==> src/rtl/laser_job_sched_if.sv <==
// laser_job_sched_if: point-stream handshake from one requester into the scheduler
//   valid  producer has a point on x/y
//   ready  scheduler accepts the point this cycle
//   x, y   4-bit point coordinates
interface laser_job_sched_if;
   logic       valid;
   logic       ready;
   logic [3:0] x;
   logic [3:0] y;
   modport master (output valid, x, y, input ready);
   modport slave (input valid, x, y, output ready);
endinterface

==> src/rtl/laser_job_sched.sv <==
// laser_job_sched: round-robin scheduler sharing one LASER engine between two point requesters
//   clk, rst          clock, synchronous active-high reset
//   r0_if, r1_if      requester point streams (valid/ready, 4-bit x/y)
//   core_*            engine reset, replayed points, done pulse and circle result
//   res_*             result handshake tagged with requester id and abort flag
//   busy_o            high whenever the scheduler is not arbitrating
//   LASER_TIMEOUT_EN  when defined, WAIT aborts after TIMEOUT cycles without done
module laser_job_sched #(
   parameter int NPTS = 40
`ifdef LASER_TIMEOUT_EN
   , parameter int TIMEOUT = 100000
`endif
) (
   input  logic             clk,
   input  logic             rst,
   laser_job_sched_if.slave r0_if,
   laser_job_sched_if.slave r1_if,
   output logic             core_rst_o,
   output logic [3:0]       core_x_o,
   output logic [3:0]       core_y_o,
   input  logic             core_done_i,
   input  logic [3:0]       core_c1x_i,
   input  logic [3:0]       core_c1y_i,
   input  logic [3:0]       core_c2x_i,
   input  logic [3:0]       core_c2y_i,
   output logic             res_valid_o,
   input  logic             res_ready_i,
   output logic             res_id_o,
   output logic [3:0]       res_c1x_o,
   output logic [3:0]       res_c1y_o,
   output logic [3:0]       res_c2x_o,
   output logic [3:0]       res_c2y_o,
   output logic             res_err_o,
   output logic             busy_o
);
   typedef enum logic [2:0] {ARB, FILL, LAUNCH, BURST, WAIT, RESULT} state_t;
   state_t      state_q, state_d;
   logic        last_q, last_d, grant_q, grant_d;
   logic [5:0]  k_q, k_d;
   logic [7:0]  buf_q [NPTS];
   logic        core_rst_q, core_rst_d;
   logic [7:0]  core_xy_q, core_xy_d;
   logic [15:0] res_q, res_d;
   logic        res_id_q, res_id_d;
   logic        sel_valid, last_k;
   logic [7:0]  sel_pt;
`ifdef LASER_TIMEOUT_EN
   logic [16:0] tmo_q, tmo_d;
   logic        err_q, err_d;
`endif
   assign sel_valid = grant_q ? r1_if.valid : r0_if.valid;
   assign sel_pt = grant_q ? {r1_if.x, r1_if.y} : {r0_if.x, r0_if.y};
   assign last_k = k_q == 6'(NPTS - 1);
   assign r0_if.ready = state_q == FILL && !grant_q;
   assign r1_if.ready = state_q == FILL && grant_q;
   always_comb begin
      state_d = state_q;
      last_d = last_q;
      grant_d = grant_q;
      k_d = k_q;
      core_rst_d = 1'b0;
      core_xy_d = '0;
      res_d = res_q;
      res_id_d = res_id_q;
`ifdef LASER_TIMEOUT_EN
      tmo_d = tmo_q;
      err_d = err_q;
`endif
      case (state_q)
         ARB: if (r0_if.valid || r1_if.valid) begin
            grant_d = (r0_if.valid && r1_if.valid) ? !last_q : r1_if.valid;
            last_d = grant_d;
            state_d = FILL;
         end
         FILL: if (sel_valid) begin
            k_d = last_k ? '0 : k_q + 6'd1;
            state_d = last_k ? LAUNCH : FILL;
            core_rst_d = last_k;
         end
         LAUNCH: begin
            // point 0 goes out with the BURST entry, so the replay index starts at 1
            core_xy_d = buf_q[0];
            k_d = 6'd1;
            state_d = BURST;
         end
         BURST: if (k_q == '0) begin
            state_d = WAIT;
`ifdef LASER_TIMEOUT_EN
            tmo_d = '0;
`endif
         end else begin
            core_xy_d = buf_q[k_q];
            k_d = last_k ? '0 : k_q + 6'd1;
         end
         WAIT: begin
            if (core_done_i) begin
               res_d = {core_c1x_i, core_c1y_i, core_c2x_i, core_c2y_i};
               res_id_d = grant_q;
               state_d = RESULT;
`ifdef LASER_TIMEOUT_EN
               err_d = 1'b0;
            end else if (tmo_q == 17'(TIMEOUT - 1)) begin
               res_d = '0;
               res_id_d = grant_q;
               err_d = 1'b1;
               core_rst_d = 1'b1;
               state_d = RESULT;
            end else begin
               tmo_d = tmo_q + 17'd1;
`endif
            end
         end
         RESULT: if (res_ready_i) state_d = ARB;
         default: state_d = ARB;
      endcase
   end
   always_ff @(posedge clk) begin
      if (rst) begin
         state_q <= ARB;
         last_q <= 1'b1;
         grant_q <= 1'b0;
         k_q <= '0;
         core_rst_q <= 1'b1;
         core_xy_q <= '0;
         res_q <= '0;
         res_id_q <= 1'b0;
      end else begin
         state_q <= state_d;
         last_q <= last_d;
         grant_q <= grant_d;
         k_q <= k_d;
         core_rst_q <= core_rst_d;
         core_xy_q <= core_xy_d;
         res_q <= res_d;
         res_id_q <= res_id_d;
      end
   end
   always_ff @(posedge clk) if (state_q == FILL && sel_valid) buf_q[k_q] <= sel_pt;
`ifdef LASER_TIMEOUT_EN
   always_ff @(posedge clk) begin
      if (rst) begin
         tmo_q <= '0;
         err_q <= 1'b0;
      end else begin
         tmo_q <= tmo_d;
         err_q <= err_d;
      end
   end
   assign res_err_o = err_q;
`else
   assign res_err_o = 1'b0;
`endif
   assign core_rst_o = core_rst_q;
   assign {core_x_o, core_y_o} = core_xy_q;
   assign {res_c1x_o, res_c1y_o, res_c2x_o, res_c2y_o} = res_q;
   assign res_id_o = res_id_q;
   assign res_valid_o = state_q == RESULT;
   assign busy_o = state_q != ARB;
endmodule

==> src/flat_wrapper.sv <==
// flat-port wrapper written by rule: the top's interface ports become plain ports
module laser_job_sched_flat 
#(
   parameter int NPTS = 40

)
  (clk, rst, core_rst_o, core_x_o, core_y_o, core_done_i, core_c1x_i, core_c1y_i, core_c2x_i, core_c2y_i, res_valid_o, res_ready_i, res_id_o, res_c1x_o, res_c1y_o, res_c2x_o, res_c2y_o, res_err_o, busy_o, r0_if_valid, r0_if_x, r0_if_y, r0_if_ready, r1_if_valid, r1_if_x, r1_if_y, r1_if_ready);
  laser_job_sched_if r0_if_i ();
  laser_job_sched_if r1_if_i ();
  input  logic clk;
  input  logic rst;
  output logic core_rst_o;
  output logic [3:0] core_x_o;
  output logic [3:0] core_y_o;
  input  logic core_done_i;
  input  logic [3:0] core_c1x_i;
  input  logic [3:0] core_c1y_i;
  input  logic [3:0] core_c2x_i;
  input  logic [3:0] core_c2y_i;
  output logic res_valid_o;
  input  logic res_ready_i;
  output logic res_id_o;
  output logic [3:0] res_c1x_o;
  output logic [3:0] res_c1y_o;
  output logic [3:0] res_c2x_o;
  output logic [3:0] res_c2y_o;
  output logic res_err_o;
  output logic busy_o;
  input wire logic [$bits(r0_if_i.valid)-1:0] r0_if_valid;
  input wire logic [$bits(r0_if_i.x)-1:0] r0_if_x;
  input wire logic [$bits(r0_if_i.y)-1:0] r0_if_y;
  output wire logic [$bits(r0_if_i.ready)-1:0] r0_if_ready;
  input wire logic [$bits(r1_if_i.valid)-1:0] r1_if_valid;
  input wire logic [$bits(r1_if_i.x)-1:0] r1_if_x;
  input wire logic [$bits(r1_if_i.y)-1:0] r1_if_y;
  output wire logic [$bits(r1_if_i.ready)-1:0] r1_if_ready;
  assign r0_if_i.valid = r0_if_valid;
  assign r0_if_i.x = r0_if_x;
  assign r0_if_i.y = r0_if_y;
  assign r0_if_ready = r0_if_i.ready;
  assign r1_if_i.valid = r1_if_valid;
  assign r1_if_i.x = r1_if_x;
  assign r1_if_i.y = r1_if_y;
  assign r1_if_ready = r1_if_i.ready;
  laser_job_sched #(.NPTS(NPTS)) u_core (.clk(clk), .rst(rst), .r0_if(r0_if_i), .r1_if(r1_if_i), .core_rst_o(core_rst_o), .core_x_o(core_x_o), .core_y_o(core_y_o), .core_done_i(core_done_i), .core_c1x_i(core_c1x_i), .core_c1y_i(core_c1y_i), .core_c2x_i(core_c2x_i), .core_c2y_i(core_c2y_i), .res_valid_o(res_valid_o), .res_ready_i(res_ready_i), .res_id_o(res_id_o), .res_c1x_o(res_c1x_o), .res_c1y_o(res_c1y_o), .res_c2x_o(res_c2x_o), .res_c2y_o(res_c2y_o), .res_err_o(res_err_o), .busy_o(busy_o));
endmodule
==> config.mk <==
export PLATFORM = sky130hd
export DESIGN_NAME = laser_job_sched_flat
export DESIGN_NICKNAME = d
export VERILOG_FILES = /design/src/rtl/laser_job_sched_if.sv /design/src/rtl/laser_job_sched.sv /design/src/flat_wrapper.sv
export SDC_FILE = /design/constraint.sdc
export NUM_CORES = 1
export LEC_CHECK = 0
export ABC_AREA = 1
export BUFFER_PORTS_ARGS = -buffer_cell sky130_fd_sc_hd__buf_4
export CAP_MARGIN = 40
export CORE_UTILIZATION = 61
export CTS_BUF_LIST = sky130_fd_sc_hd__clkbuf_16
export CTS_CLUSTER_DIAMETER = 50
export DETAILED_ROUTE_END_ITERATION = 16
export MAX_ROUTING_LAYER = met4
export PLACE_DENSITY = 0.85
export SYNTH_ARGS = -nofsm -noshare
export SYNTH_HDL_FRONTEND = slang
export SYNTH_SLANG_ARGS = --single-unit
==> constraint.sdc <==
create_clock -name clk -period 2.9 [get_ports clk]
set_input_delay 0.145 -clock clk [delete_from_list [all_inputs] [get_ports clk]]
set_output_delay 0.145 -clock clk [all_outputs]
set_load 0.01 [all_outputs]
== Word level (Yosys, flattened, before mapping) ==
Memories as Yosys holds them, arrays and structs flattened. A register that Yosys moved wholly into a read port is not among the register bits.
Index checks and enable logic that the tools add are counted.
Widths: inputs -> output; s select.

* Add/subtract/negate cells: 1
* $mul: 0
* Divide/modulo/power cells: 0
* Order comparisons: 0
* Equality and inequality tests: 12
* Shift-type cells: 0
* Multiplexer cells: 22
* Bitwise gates (word level): 0
* Reduce and logical (&&, ||, !) cells: 15

{| class="wikitable"
|+ Operators with widths
! operator !! number
|-
| $mux 6 || 5
|-
| $pmux 3 s6 || 1
|-
| $pmux 6 s3 || 1
|-
| $mux 8 || 2
|-
| $pmux 8 s2 || 1
|-
| $mux 3 || 5
|-
| $ne 2x1->1 const B || 4
|-
| $add 6x1->6 const B || 1
|-
| $eq 3x2->1 const B || 2
|-
| $eq 3x3->1 const B || 2
|-
| $eq 6x6->1 const B || 1
|-
| $logic_not 6->1 || 1
|-
| $mux 1 || 6
|-
| $reduce_bool 3->1 || 2
|-
| $reduce_and 5->1 || 1
|-
| $logic_and 1x1->1 || 4
|-
| $ne 2x2->1 const B || 2
|-
| $reduce_and 2->1 || 2
|-
| $eq 3x1->1 const B || 1
|-
| $logic_not 3->1 || 1
|-
| $reduce_and 3->1 || 1
|-
| $logic_not 1->1 || 2
|-
| $mux 2 || 1
|-
| $logic_or 1x1->1 || 1
|}

* Register bits after elaboration: 37
* Latch bits: 0
* Memory bits (writable): 320
* Memory bits (read-only): 0
* Input port bits: 38
* Logic and storage cells: 59
* Memories kept: 1

{| class="wikitable"
|+ Memory list
! name !! depth !! width !! rd ports !! clocked after Yosys merged registers in !! wr ports !! RTL line !! RTL
|-
| u_core.buf_q || 40 || 8 || 2 || 1 || 1 || laser_job_sched.sv:40 || <nowiki>logic [7:0] buf_q [NPTS];</nowiki>
|}

== Longest topological paths before layout ==
Gate-level depths: netlist of the first run.

* Depth in word-level cells: 6
* Depth in mapped cells: 14
* Mapped depth without buffers: 11

== Least setup slack after synthesis of the first run ==
OpenSTA, ideal clock, no wires.

* Path type: reg-to-reg
* From: register u_core.state_q[2]
* To: memory u_core.buf_q[18][0], enable pin
* Arrival time: 1545 ps
* Data required time: 2530 ps
* Slack: 985 ps
* Stages on the path, launching flop included: 8
* Buffers on the path: 0
* Cell sequence: dfxtp_1 -> inv_1 -> nand3_2 -> nor2_1 -> inv_1 -> nor2_2 -> nand3_1 -> nor2_1

* Cells in the longest elaborated chain, start to end: 4

{| class="wikitable"
|+ RTL lines
! what !! RTL line !! RTL
|-
| start: declaration || laser_job_sched.sv:37 || <nowiki>state_t state_q, state_d;</nowiki>
|-
| start signal: assignment || laser_job_sched.sv:128 || <nowiki>state_q <= state_d;</nowiki>
|-
| $eq 3x1->1 || laser_job_sched.sv:138 || <nowiki>always_ff @(posedge clk) if (state_q == FILL && sel_valid) buf_q[k_q] <= sel_pt;</nowiki>
|-
| $logic_and 1x1->1 || laser_job_sched.sv:138 ||
|-
| $mux 1 || laser_job_sched.sv:138 ||
|-
| $mux 1 (implied by the code) || laser_job_sched.sv:138 ||
|-
| end: declaration || laser_job_sched.sv:40 ||
|}

Every way passes these cells.

== Final worst setup path of the first run ==
* From: register u_core.grant_q
* To: memory u_core.buf_q[18][1], enable pin

* Cells in the longest elaborated chain, start to end: 4

{| class="wikitable"
|+ RTL lines
! what !! RTL line !! RTL
|-
| start: declaration || laser_job_sched.sv:38 || <nowiki>logic last_q, last_d, grant_q, grant_d;</nowiki>
|-
| start signal: assignment || laser_job_sched.sv:130 || <nowiki>grant_q <= grant_d;</nowiki>
|-
| $mux 1 || laser_job_sched.sv:51 || <nowiki>assign sel_valid = grant_q ? r1_if.valid : r0_if.valid;</nowiki>
|-
| $logic_and 1x1->1 || laser_job_sched.sv:138 ||
|-
| $mux 1 || laser_job_sched.sv:138 ||
|-
| $mux 1 (implied by the code) || laser_job_sched.sv:138 ||
|}

Every way passes these cells.

==> results.txt, run 1 <==
Counting the buffers created by CTS gives 37. Of the post-synthesis cell area, the part taken by muxes is 0. The detailed-route vias per instance came out at 5.98. In this run the worst path has a maximum fanout of 14. Of the total synthesized cell area, the portion taken by full adders, half adders and majority gates is 0.00168. The initial antenna violation count is 0. The clock edge transition at the registers on the reported setup and hold paths is 0.06 ns. The area of the die came out at 25,100 um^2. The clock tree from TritonCTS is built. The synthesized cell area came out at 14,900 um^2. The post-synthesis share of cell area spent on xor and xnor gates came out at 0. The count of nets after finishing is 1,511. The post-route non-filler standard cell count is 1,817. The aggregate global routing overflow is 0. The min-delay analysis places its worst path in the category primary input to flop. The worst setup path is of the flop to flop kind. The wire length of the first global-routing pass came out at 56.0 mm. Counting every instance in the synthesized netlist gives 1,363. The worst-case IR drop observed on VDD is 0.596 mV. Routability-driven placement finished with a final weighted congestion of 0.958. The worst-case headroom to the max-slew limit came out at 0.550.

The fraction of final layout cells sized beyond drive strength 1 came out at 0.127. The type of element capturing the critical path is a flop. Counting I/O delays and the setup requirement, the final critical path takes 2.74 ns. The number of unique standard cell types used by synthesis came out at 32. Relative to the synthesized area, the layout overhead comes to 15.2%. The run finished with clean final reports. The startpoint identified for the worst hold timing path is core_done_i. The average wire length per cell after detail routing came out at 20.1 um. The fraction of the mapped netlist area in compound gates came out at 0.0328. For hold timing, the worst endpoint is u_core.res_id_o. The width of the die came out at 158 um. In this run, synthesis produced a sequential element count of 363. The synthesized area divided by synthesized cell count is 10.9 um^2. The via count of the first global-routing pass came out at 10,500. The effective utilization at floorplan came out at 0.628.

The worst register-to-register path ends at u_core.buf_q[18][1]. Among all stages on the critical path, the largest delay is contributed by dfxtp_1. The category of the worst setup path launch point is a flop. At the pin with the least slew margin, the transition time is 0.673 ns. The number of nets in the synthesized netlist came out at 1,403. The Yosys step of the flow raised 0 warnings. The core region is 23,800 um^2. The number of port buffers is 67. The top achievable clock speed is 365 MHz. The pre-antenna-repair detailed-routing pass consisted of 8 iterations. The final setup violation count came out at 0. The setup skew after layout is 0.0164 ns.

The cell sitting at the root of the clock tree is a clkbuf_16. Once the clock tree was built, the setup fixing pass inserted 0 buffers. Across the run, the number of max-cap violations was 0. Once detail routing completed, the nets flagged for antenna violations numbered 0. The critical path data arrival time is 2.97 ns. The worst hold path cell count came out at 3. After detailed routing, the total wire length is 36.4 mm. Summing over every cut layer, the via total after detailed routing is 10,900. The share of synthesized area occupied by flip-flops and latches came out at 0.702. The die boundary height came out at 158 um. The maximum number of pins on one net before global-route repair came out at 121. The detailed-route DRC error count came out at 0.

The post-placement cell count is 1,733. Walking the worst path, the cells encountered are nand2_1 -> o21ai_0 -> inv_1 -> nor2_1 -> inv_1 -> nor2_2 -> nand3_1 -> nor2_1 -> buf_4. Once detailed placement completed, the half-perimeter wirelength came to 21.6 mm. The final period utilization is 0.946. The number of max-slew violations in the final report came out at 0. For this run, the total global-route usage over all layers was measured as 0.311. The worst register-to-register path begins at u_core.grant_q.

The cell depth of the worst flop-to-flop path came out at 9. By area, the combinational part of the netlist is dominated by simple AND/OR/NAND/NOR gates. The number of I/O pins is 69. The later-pin clock latency in the skew report is 0.53 ns. The maximum count of clock buffers along a single path is 3. The number of DRC markers in iteration 0 is 1,377. The number of failing hold endpoints at the final stage is 0. CTS built an H-tree with a depth of 2.

The leakage power total is 6.43 nW. Counting every sink on the clock net gives 363. The number of fillers in the final layout came out at 1,511. Setup repair after global routing left no endpoint under its margin.

The critical path required time came out at 3.12 ns. In this design, the stage delay of the slowest critical-path cell is 0.60 ns. Adding up every negative setup slack in the final design gives 0 ns.

0 antenna diodes ended up in the layout. The floorplan row count is 56. The setup slack of the worst register-to-register path came out at 0.16 ns. The share of synthesized cell area in and, or, nand and nor gates is 0.223. For this design the ratio of total power to cell area is 660 nW/um^2.
cells in the mapped netlist, drive strengths merged:
library cell / count / share of area
nand2: 440 / 0.11
edfxtp: 320 / 0.64
nand3: 245 / 0.083
nor2: 92 / 0.024
buf: 52 / 0.024
dfxtp: 43 / 0.058
o21ai: 42 / 0.014
inv: 36 / 0.0092
a21oi: 32 / 0.011
clkbuf: 24 / 0.0060
o22ai: 16 / 0.0067
nor3: 7 / 0.0023
clkinv: 3 / 0.00076
nand4: 3 / 0.0013
nor3b: 3 / 0.0022
ha: 2 / 0.0017
a211oi: 1 / 0.00050
conb: 1 / 0.00025
o31ai: 1 / 0.00050
metal layers:
metal	share of wire	up-vias	track usage
met4	0.031	0	0.114
met1	0.38	5066	0.403
met5	0	-	-
li1	-	4931	-
met3	0.11	108	0.0531
met2	0.48	767	0.499
logic make-up after synthesis:
| family | after synthesis |
|---|---|
| AO/OA/AOI/OAI | 92 |
| adder cells (fa/ha/maj) | 2 |
| buffers and inverters | 115 |
| flip-flops | 363 |
| other | 1 |
| AND/OR/NAND/NOR | 790 |
worst max-delay path by stage:
| stage | end | depth (start not counted) | from | slack, ns |
|---|---|---|---|---|
| 5_1_grt | u_core.buf_q[18][4] | 9 | u_core.grant_q | 0.02 |
| 4_1_cts | u_core.buf_q[14][4] | 9 | u_core.grant_q | 0.27 |
| 3_3_place_gp | u_core.buf_q[18][4] | 9 | u_core.grant_q | 0.40 |
| 2_1_floorplan | u_core.buf_q[18][0] | 7 | u_core.state_q[2] | 0.98 |
| 6_report | u_core.buf_q[18][1] | 9 | u_core.grant_q | 0.16 |
| 3_5_place_dp | u_core.buf_q[14][4] | 9 | u_core.grant_q | 0.32 |
flip-flops by register name, summed over array words and instances, names as in the netlist, named ones only:
register,count
u_core.res_q,16
u_core.core_xy_q,8
u_core.core_rst_o,1
u_core.state_q,3
u_core.res_id_o,1
u_core.k_q,6
u_core.grant_q,1
u_core.buf_q,320
u_core.last_q,1
report_power, final:
part	leakage [nW]	internal (mW)	total, mW	switching [mW]
registers	3.23	5.78	5.81	0.0268
logic	2.62	0.322	1.13	0.809
clock network	0.580	2.50	4.39	1.89
total	6.43	8.61	11.3	2.73
cell usage in the layout (no fill, tap or decap), drive strengths merged:
cell           n
o22ai         16
inv           48
clkinv        17
nor3           7
nor3b          3
o21ai         42
clkbuf        37
a21oi         32
ha             2
nand4          3
nand2        440
bufinv         2
o31ai          1
a211oi         1
conb           1
buf          127
nand3        245
nor2          92
clkinvlp       1
dfxtp         43
edfxtp       320
dlygate4sd3   18
final cells by class:
cell class	count	area, um^2	share of cell area
Tap cell	319	399	0.0232
Clock inverter	29	190	0.0111
Clock buffer	37	926	0.0539
Timing Repair Buffer	145	1180	0.0689
Sequential cell	363	10500	0.610
Inverter	39	149	0.00867
Multi-Input combinational cell	885	3850	0.224
timing repair:
item                                   CTS  global route
setup endpoints to repair                0             7
hold buffers                            18             0
endpoints found under the hold margin   18             0
gates resized for setup                  0             1
critical path, delay by kind of cell (launching register included):
kind                   cells  cell delay (ns)
DFF                        1             0.60
buffers and inverters      3             0.43
and+or+nand+nor            5             1.29
AOI/OAI and AO/OA          1             0.13
through the flow:
step / worst slack [ns] / area (um^2) / hold WS (ns) / power, mW / util
2_1_floorplan: 0.985 / 14900 / 0.310 / 6.64 / -
3_3_place_gp: 0.399 / 15900 / 0.428 / 6.96 / 0.668
3_5_place_dp: 0.323 / 15900 / 0.433 / 6.99 / 0.668
4_1_cts: 0.266 / 17200 / 0.00380 / 11.3 / 0.723
5_1_grt: 0.0186 / 17200 / 0.0282 / 11.6 / 0.723
6_report: 0.157 / 17200 / 0.0282 / 11.3 / 0.723
Power figures use the tool's default switching activity.
==> inputs of run 2 (changes only) <==
- REMOVE_ABC_BUFFERS: not set -> 1
==> run 2 against run 1 <==
- routed wire length increased by 3.5%
- worst setup slack gained 0.047 ns
- design area up 0.58%
- critical path depth unchanged
- worst hold slack got worse by 0.0068 ns
- combinational power barely moved
- sequential power hardly changed
- non-clock buffer count unchanged
- largest power group unchanged
- critical path type unchanged
- fmax is 1.7% higher
- die area is the same
==> results.txt, run 2 (same netlist as run 1, synthesis figures left out) <==
The run finished with clean final reports. The initial antenna violation count came out at 0 (unchanged). The H-tree depth reported by CTS is 2 (unchanged). The number of clock sinks is 363 (unchanged). The critical path required time is 3.12 ns (about the same). The final weighted congestion in routability-driven placement is 0.915 (-4.5%). The final setup violation count is 0 (unchanged). The effective utilization at floorplan came out at 0.628 (unchanged). The clock tree from TritonCTS is built. The via count of the first global-routing pass is 10,600 (+0.40%).

The worst-case headroom to the max-slew limit was 0.433 (-0.117). The worst setup slack after placement came out at 0.358 ns (+0.0341 ns). The sequential group share of total power came out at 0.497 (-0.015). The number of flip-flops under the largest register name is 320 (unchanged). The beginning of the worst register-to-register path is u_core.grant_q. Setup repair after global routing left no endpoint under its margin. The number of I/O pins came out at 69 (unchanged).

The part of the power in combinational logic is 0.098 (-0.002). The switching part of the total is 0.238 (-0.00281). The worst setup path is captured at a flop.

The ratio of total power to cell area is 676 nW/um^2 (+2.4%). The wire length of the first global-routing pass was 57.0 mm (+1.8%). The total CTS buffers came out at 37 (unchanged).

The setup slack of the worst register-to-register path came to 0.20 ns (+0.05 ns). The leakage power total came out at 6.47 nW (+0.60%). The top achievable clock speed is 371 MHz (+1.7%). The later-pin clock latency in the skew report is 0.52 ns (about the same).

The worst min-delay path class is primary input to flop. The clock group share of total power came out at 0.405 (+0.017). The number of port buffers came out at 67 (unchanged). The end of the worst hold path is u_core.res_q[13]. The number of maximum-capacitance violations was 0 (unchanged). The average wire length per cell after detail routing is 20.8 um (+3.4%). The placed cell area is 15,900 um^2 (unchanged). The worst hold path cell count came to 3 (unchanged). The setup skew after layout came out at 0.0208 ns (+0.00442 ns). Relative to the synthesized area, the layout overhead comes to 15.8%. The area of the core region came out at 23,800 um^2 (unchanged). The total routing resource utilization after global routing came out at 0.319 (+0.00829). The number of iterations in the first detailed-routing pass came to 11 (+3). The cell depth of the worst flop-to-flop path was 9 (unchanged). The terminus of the critical flop-to-flop path is u_core.buf_q[30][3]. The internal cell power is 8.90 mW (+3.4%). The final period utilization came out at 0.930 (-0.0163). The clock edge transition at the registers on the reported setup and hold paths was 0.06 ns (about the same). The reported net switching power is 2.78 mW (+1.8%). The count of hold-fix buffers inserted at cts came to 18 (unchanged). The number of failing hold endpoints at the final stage is 0 (unchanged).

The fraction of final layout cells sized beyond drive strength 1 is 0.129 (+0.00258). The maximum number of pins on one net before global-route repair came out at 97 (-20%). The post-route minimum period came out at 2.70 ns (-0.0472 ns). The critical path data arrival time was 2.91 ns (-0.06 ns). The number of DRC markers in iteration 0 is 1,688 (+23%).

The detailed-placement wirelength estimate came out at 21.5 mm (-0.58%). The highest net fanout along the worst path is 14 (unchanged). The post-cts repair resize count came out at 0 (unchanged). The final setup slack of the worst path is 0.204 ns (+0.0472 ns).

The startpoint identified for the worst hold timing path is core_done_i. The largest registers in the layout are u_core.buf_q x320, u_core.res_q x16, u_core.core_xy_q x8. The width of the die was 158 um (unchanged). The maximum ir drop on the vdd rail is 0.449 mV (-25%). The area of the die came to 25,100 um^2 (unchanged). The number of diodes added for antenna fixing is 0 (unchanged). The count of buffers added by post-CTS timing repair for setup came to 0 (unchanged). The type of the worst setup path is flop to flop. The count of nets left with antenna violations after detail routing is 0 (unchanged).

The cell sitting at the root of the clock tree is a clkbuf_16. The count of nets after finishing came to 1,511 (unchanged). The actual transition at the worst max-transition pin came out at 0.851 ns (+0.177 ns).

The maximum count of clock buffers along a single path was 3 (unchanged). The aggregate global routing overflow was 0 (unchanged). The floorplan row count came out at 56 (unchanged). The number of max-slew violations in the final report is 0 (unchanged). The total via count in the routed design is 11,100 (+1.9%). The most common library cell in the layout ignoring fill and taps is nand2_1. The detailed-route vias per instance is 6.10 (+1.9%). The total wire length after detailed routing came out at 37.7 mm (+3.5%). The die boundary height is 158 um (unchanged). The detailed-route DRC error count came to 0 (unchanged). Counting flops per register, the top entry is u_core.buf_q.

In the layout the commonest cells are 439 x nand2_1, 320 x edfxtp_1, 244 x nand3_1, 123 x buf_4, 90 x nor2_1. The finished layout cell area was 17,300 um^2 (+0.58%). The category of the worst setup path launch point is a flop.
==> run 2: cell types whose count changed in the layout (fill, tap and decap cells not counted) <==
cell,change
clkinv_1,-3
nand3_2,-1
clkbuf_16,+2
clkinvlp_4,+2
bufinv_16,+2
inv_1,-1
inv_8,+1
inv_6,-2
nand3_1,+1
==> run 2: per-stage QoR <==
step           instances   util  hold slack, ns  setup TNS (ns)  power (mW)
6_report            1818  0.727          0.0214               0        11.7
5_1_grt             1818  0.727          0.0294               0        12.0
4_1_cts             1818  0.727         0.00748               0        11.7
3_5_place_dp        1733  0.668           0.434               0        6.98
3_3_place_gp        1733  0.668           0.430               0        6.95
2_1_floorplan       1287      -           0.207          -17.01        6.56
==> run 2: cell type report <==
type / count / area (um^2)
clock buffer: 39 / 976
timing repair buffer: 145 / 1180
multi-input combinational: 885 / 3840
sequential: 363 / 10500
inverter: 39 / 149
tap: 319 / 399
clock inverter: 28 / 244
fill: 1429 / 6480
==> run 2: metal layers <==
metal / GRT usage / share of wire
met3: 0.0686 / 0.12
met5: - / 0
met4: 0.165 / 0.048
met1: 0.396 / 0.36
met2: 0.498 / 0.47
==> run 2: worst max-delay path by stage <==
| stage | cells after the start | slack [ns] | startpoint | to |
|---|---|---|---|---|
| finish | 9 | 0.20 | u_core.grant_q | u_core.buf_q[30][3] |
| CTS | 9 | 0.30 | u_core.grant_q | u_core.buf_q[30][3] |
| detailed placement | 9 | 0.36 | u_core.grant_q | u_core.buf_q[30][3] |
| global route | 9 | 0.03 | u_core.grant_q | u_core.buf_q[30][4] |
| floorplan | 9 | -2.14 | flop | u_core.core_xy_q[0] |
| global placement | 9 | 0.44 | u_core.grant_q | u_core.buf_q[30][3] |
==> run 2: critical path, stage by stage, from the launching register on <==
cell and delay [ns]:
dfxtp_1 0.58, nand2_1 0.08, o21ai_0 0.12, inv_1 0.07, nor2_1 0.28, inv_1 0.12, nor2_2 0.17, nand3_1 0.45
nor2_1 0.32, buf_4 0.21
==> run 2: power groups by stage <==
| stage | Sequential (mW) | Clock, mW | Combinational, mW |
|---|---|---|---|
| 6_report | 5.81 | 4.73 | 1.14 |
| 3_5_place_dp | 5.91 | 0 | 1.07 |
| 5_1_grt | 5.80 | 4.96 | 1.22 |
| 2_1_floorplan | 5.98 | 0 | 0.585 |
| 4_1_cts | 5.80 | 4.74 | 1.10 |
| 3_3_place_gp | 5.91 | 0 | 1.04 |
